**src/rtl/comp_mult_acc.sv**
```systemverilog
// rtl/comp_mult_acc.sv - complex multiply-accumulate stage: sums {xr,yr} beats per frame.
// Optional build macro COMP_MULT_ACC_SAT_EN selects saturating accumulation instead of wrap.
module comp_mult_acc #(
    parameter int DWIDTH  = 8,
    parameter int ACC_LEN = 4,
    parameter int OWIDTH  = 20
) (
    input  logic                               clk,
    input  logic                               sw_rst,
    input  logic                               in_val,
    output logic                               in_rdy,
    input  logic [4*(DWIDTH+1)-1:0]            in_data,
    input  logic                               in_last,
    output logic                               out_val,
    input  logic                               out_rdy,
    output logic [2*OWIDTH-1:0]                out_data,
    output logic [$clog2(ACC_LEN+1)-1:0]       out_cnt,
    output logic                               out_ovf
);

    localparam int IW = 2*(DWIDTH+1);
    localparam int SW = OWIDTH+1;
    localparam int CW = $clog2(ACC_LEN+1);

    typedef enum logic {ST_ACC, ST_OUT} state_t;

    state_t                    r_state;
    logic                      r_in_rdy;
    logic                      r_out_val;
    logic signed [OWIDTH-1:0]  r_xacc;
    logic signed [OWIDTH-1:0]  r_yacc;
    logic [CW-1:0]             r_cnt;
    logic                      r_ovf;
    logic [OWIDTH-1:0]         r_xs;
    logic [OWIDTH-1:0]         r_ys;
    logic [CW-1:0]             r_out_cnt;
    logic                      r_out_ovf;

    logic signed [IW-1:0]      w_xr;
    logic signed [IW-1:0]      w_yr;
    logic signed [SW-1:0]      w_xsum;
    logic signed [SW-1:0]      w_ysum;
    logic                      w_xovf;
    logic                      w_yovf;
    logic                      w_ovf_next;
    logic [OWIDTH-1:0]         w_xnext;
    logic [OWIDTH-1:0]         w_ynext;
    logic                      w_accept;
    logic                      w_final;
    logic [CW-1:0]             w_cnt_next;

    // An (OWIDTH+1)-bit sum whose top two bits disagree no longer fits OWIDTH bits.
    function automatic logic [OWIDTH-1:0] fold(input logic [SW-1:0] s);
`ifdef COMP_MULT_ACC_SAT_EN
        if (s[SW-1] != s[SW-2])
            fold = s[SW-1] ? {1'b1, {(OWIDTH-1){1'b0}}} : {1'b0, {(OWIDTH-1){1'b1}}};
        else
            fold = s[OWIDTH-1:0];
`else
        fold = s[OWIDTH-1:0];
`endif
    endfunction

    assign w_xr       = in_data[2*IW-1:IW];
    assign w_yr       = in_data[IW-1:0];
    assign w_xsum     = SW'(r_xacc) + SW'(w_xr);
    assign w_ysum     = SW'(r_yacc) + SW'(w_yr);
    assign w_xovf     = w_xsum[SW-1] ^ w_xsum[SW-2];
    assign w_yovf     = w_ysum[SW-1] ^ w_ysum[SW-2];
    assign w_ovf_next = r_ovf | w_xovf | w_yovf;
    assign w_xnext    = fold(w_xsum);
    assign w_ynext    = fold(w_ysum);
    assign w_accept   = in_val & r_in_rdy;
    assign w_final    = in_last | (r_cnt == CW'(ACC_LEN-1));
    assign w_cnt_next = r_cnt + CW'(1);

    always_ff @(posedge clk) begin
        if (sw_rst) begin
            r_state   <= ST_ACC;
            r_in_rdy  <= 1'b1;
            r_out_val <= 1'b0;
            r_xacc    <= '0;
            r_yacc    <= '0;
            r_cnt     <= '0;
            r_ovf     <= 1'b0;
            r_xs      <= '0;
            r_ys      <= '0;
            r_out_cnt <= '0;
            r_out_ovf <= 1'b0;
        end else begin
            case (r_state)
                ST_ACC: begin
                    if (w_accept) begin
                        r_xacc <= w_xnext;
                        r_yacc <= w_ynext;
                        r_cnt  <= w_cnt_next;
                        r_ovf  <= w_ovf_next;
                        if (w_final) begin
                            r_state   <= ST_OUT;
                            r_in_rdy  <= 1'b0;
                            r_out_val <= 1'b1;
                            r_xs      <= w_xnext;
                            r_ys      <= w_ynext;
                            r_out_cnt <= w_cnt_next;
                            r_out_ovf <= w_ovf_next;
                        end
                    end
                end
                ST_OUT: begin
                    // Clearing here gives the one-cycle bubble before the next frame.
                    if (out_rdy) begin
                        r_state   <= ST_ACC;
                        r_in_rdy  <= 1'b1;
                        r_out_val <= 1'b0;
                        r_xacc    <= '0;
                        r_yacc    <= '0;
                        r_cnt     <= '0;
                        r_ovf     <= 1'b0;
                    end
                end
                default: begin
                    r_state  <= ST_ACC;
                    r_in_rdy <= 1'b1;
                end
            endcase
        end
    end

    assign in_rdy   = r_in_rdy;
    assign out_val  = r_out_val;
    assign out_data = {r_xs, r_ys};
    assign out_cnt  = r_out_cnt;
    assign out_ovf  = r_out_ovf;

endmodule

```
**config.mk**
```make
export PLATFORM = sky130hd
export DESIGN_NAME = comp_mult_acc
export DESIGN_NICKNAME = d
export VERILOG_FILES = /design/src/rtl/comp_mult_acc.sv
export SDC_FILE = /design/constraint.sdc
export NUM_CORES = 1
export LEC_CHECK = 0
export ABC_AREA = 1
export BUFFER_PORTS_ARGS = -buffer_cell sky130_fd_sc_hd__buf_2
export CORE_ASPECT_RATIO = 1.25
export CORE_UTILIZATION = 40
export DETAILED_ROUTE_END_ITERATION = 10
export MAX_ROUTING_LAYER = met4
export PLACE_DENSITY = 0.66
export SLEW_MARGIN = 0
export SYNTH_ARGS = -nofsm -noshare
export SYNTH_HDL_FRONTEND = slang
export SYNTH_SLANG_ARGS = --single-unit
```
**constraint.sdc**
```tcl
create_clock -name clk -period 4.4 [get_ports clk]
set_input_delay 0.44 -clock clk [delete_from_list [all_inputs] [get_ports clk]]
set_output_delay 0.44 -clock clk [all_outputs]
set_load 0.02 [all_outputs]
```
==> impl_metrics.yaml <==
setup_path:
  critPathKind: "reg -> reg"
  path_depth: 8
  cp_cell_sequence: "nand2_1, nor2_4, buf_4, inv_2, nor2_4, buf_4, nand2_1, o21ai_0"
  r2r-end: "out_cnt[0]$_SDFFE_PP0P_"
  worstSetupEndpointType: "flop"
  cp.required_ns: 4.68
  crit_family: "buffers and inverters"
  critPathLaunchType: "flop"
  reg2reg_depth: 8
  worst-path-max-fanout: 49
  cp.buffers_inverters: 3
  reg2reg_slack_ns: 2.13
  slowest_delay_ns: 0.49
  arrival_ns: 2.55
  r2r_start: "in_rdy$_SDFFE_PP1P_"
  slowest_stage: "buf_4"
global_route:
  grt_pass1_wl_um: 24800
  grt_max_degree: 50
  antenna_found_initial: 0
  gr-total-overflow: 0
  grt_pass1_vias: 5380
  grt_use_total_pct: 22.0
clock_network:
  root_buffer: "clkbuf_16"
  htreeDepth: 3
  cts_sinks: 91
  cts_buffers: 9
  clock_latency_ns: 0.35
  clock_path_buffers: 2
  postCtsSetupRepairBufs: 0
  cts_tree: "yes"
  ctsResizeCount: 0
  cts.hold.buffers_added: 0
  clk_pin_slew_worst_paths_ns: 0.07
floorplanning:
  die_h_um: 137
  die_area_um2: 15000
  fp-row-count: 48
  start_util_pct: 41.6
  fp.coreArea_um2: 14000
  die_w_um: 110
  ioPinCount: 87
yosys:
  netlist_instances: 877
  synth_warnings: 0
  synth_area_per_cell_um2: 6.63
  synth-async-reset-ratio_pct: 0
  yosys_register_bits: 91
  ys_seq_area_share_pct: 31.3
  netlist_area_um2: 5810
  ys_types: 38
  syn-num-nets: 962
  synth-main-ff-cell: "dfxtp_1"
  synth_edf_count: 0
finish:
  final_layout_size_suffix_gt1_share_pct: 14.4
  fin_area_um2: 6670
  antennaDiodeCount: 0
  layout_common_cells: "nand2_1 (253), inv_1 (111), nor2_1 (91), dfxtp_1 (91), buf_2 (86)"
  area_growth_pct: 14.7
  fillers: 1480
  layout.nets: 1036
  final_common_cell: "nand2_1"
sta:
  finalCritPeriodShare_pct: 51.6
  period_needed_ns: 2.27
  fmax_ghz: 0.440
  tns_ns: 0
  slew_violations: 0
  fin_worst_skew_ns: 0.00734
  finalSetupViolations: 0
  hold_viol: 0
  grt_setup_unrepaired: "no"
  worstMarginPinSlew_ns: 0.759
  maxSlewHeadroom_pct: 49.4
pwr:
  internal_power_uw: 1710
  switchingPower_uw: 944
  seq_power_share_pct: 36.1
  pwr_density_cell_nw_per_um2: 398
  p_clk_share_pct: 31.2
  p_leak_uw: 0.00356
  sw_frac_of_total_pct: 35.5
  p_comb_share_pct: 32.6
  ir_drop_mv: 0.179
route:
  wirelength_um: 15300
  met3_length_um: 476
  drt-initial-drc-count: 175
  drt-vias-per-instance: 4.91
  vias: 5554
  ant_nets: 0
  wl_met2_um: 7970
  drc: 0
  met1Wirelength_um: 6470
  dr.pass1.iters: 5
  route.top_layer_used: "met4"
  post_drt_wl_per_cell_um: 13.5
outcome:
  status: "finished, final reports clean"
min_path:
  min_path_cells: 4
  worst_hold_path_type: "in -> reg"
  holdPathEnd: "r_state$_SDFF_PP0_"
  min-delay-start: "out_rdy"
place:
  place_area_um2: 6360
  io_buffers: 86
  place.gp.congestion: 0.897
  place_hpwl_um: 11300
job:
  drv_cap: 0
[cells in the mapped netlist, drive strengths merged, types with 6 or more instances]
| master | instances | area (um^2) |
|---|---|---|
| nand3 | 49 | 255 |
| dfxtp | 91 | 1820 |
| nand2 | 257 | 975 |
| nor2 | 96 | 378 |
| nand4 | 8 | 50.1 |
| ha | 42 | 526 |
| buf | 15 | 73.8 |
| xor2 | 15 | 131 |
| o21ai | 40 | 215 |
| o211ai | 7 | 52.6 |
| a31oi | 6 | 37.5 |
| xnor2 | 11 | 96.3 |
| nor3 | 7 | 50.1 |
| a21oi | 82 | 455 |
| clkbuf | 12 | 65.1 |
| inv | 115 | 432 |
[metal layers]
layer | up-vias | GRT usage (%)
li1 | 2955 | -
met1 | 2479 | 23.6
met2 | 93 | 39.9
met3 | 27 | 2.48
met4 | 0 | 9.85
met5 | - | -
[sequential cells by signal, summed over array words and instances, names as in the netlist]
name     cells
out_cnt      3
out_val      1
out_ovf      1
r_ys        20
r_xacc      20
r_cnt        3
r_yacc      20
in_rdy       1
r_xs        20
r_ovf        1
r_state      1
[power groups by stage]
stage / registers (uW) / logic (uW) / clock network [uW]
global route: 970 / 980 / 882
finish: 959 / 867 / 830
detailed placement: 978 / 867 / 0
global placement: 978 / 865 / 0
CTS: 960 / 872 / 851
floorplan: 1010 / 611 / 0
[stage by stage]
step	hold WS, ns	total power, uW	setup WS [ns]	cells	util [%]
global route	0.415	2830	1.94	1131	47.7
CTS	0.378	2680	2.10	1131	47.7
finish	0.382	2660	2.13	1131	47.7
global placement	0.450	1840	1.97	1115	45.4
floorplan	0.441	1630	2.34	877	-
detailed placement	0.456	1840	1.91	1115	45.4
[final cells by class]
type	instances	area (um^2)	area share, %
Clock buffer	12	236	3.54
Clock inverter	4	75.1	1.13
Sequential cell	91	1820	27.3
Timing Repair Buffer	90	460	6.90
Inverter	115	432	6.47
Tap cell	175	219	3.28
Multi-Input combinational cell	644	3430	51.4
[worst min-delay path: stages]
cell and delay (ns):
buf_2 0.09, inv_1 0.03, nand2_1 0.06, a21oi_1 0.06
[logic make-up (layout without fill, tap and decap cells)]
family | Yosys count | count (layout) | share of synthesized area (%)
flip-flops | 91 | 91 | 31.3
buffers and inverters | 142 | 221 | 9.81
AND/OR/NAND/NOR | 429 | 429 | 30.9
adder cells (fa/ha/maj) | 44 | 44 | 9.73
XOR/XNOR | 26 | 26 | 3.92
AO/OA/AOI/OAI | 145 | 145 | 14.3
[worst max path at each step]
stage / startpoint / to / slack (ns)
after floorplan: in_data[0] / r_ys[14]$_SDFFE_PP0P_ / 2.34
after global placement: in_val / r_xacc[17]$_SDFFE_PP0P_ / 1.97
after detailed placement: in_val / r_xacc[17]$_SDFFE_PP0P_ / 1.91
after CTS: in_rdy$_SDFFE_PP1P_ / r_xs[1]$_SDFFE_PP0P_ / 2.10
after global routing: in_rdy$_SDFFE_PP1P_ / r_ys[1]$_SDFFE_PP0P_ / 1.94
final: in_rdy$_SDFFE_PP1P_ / out_cnt[0]$_SDFFE_PP0P_ / 2.13
Note: power is estimated with default switching activity, not from simulation.
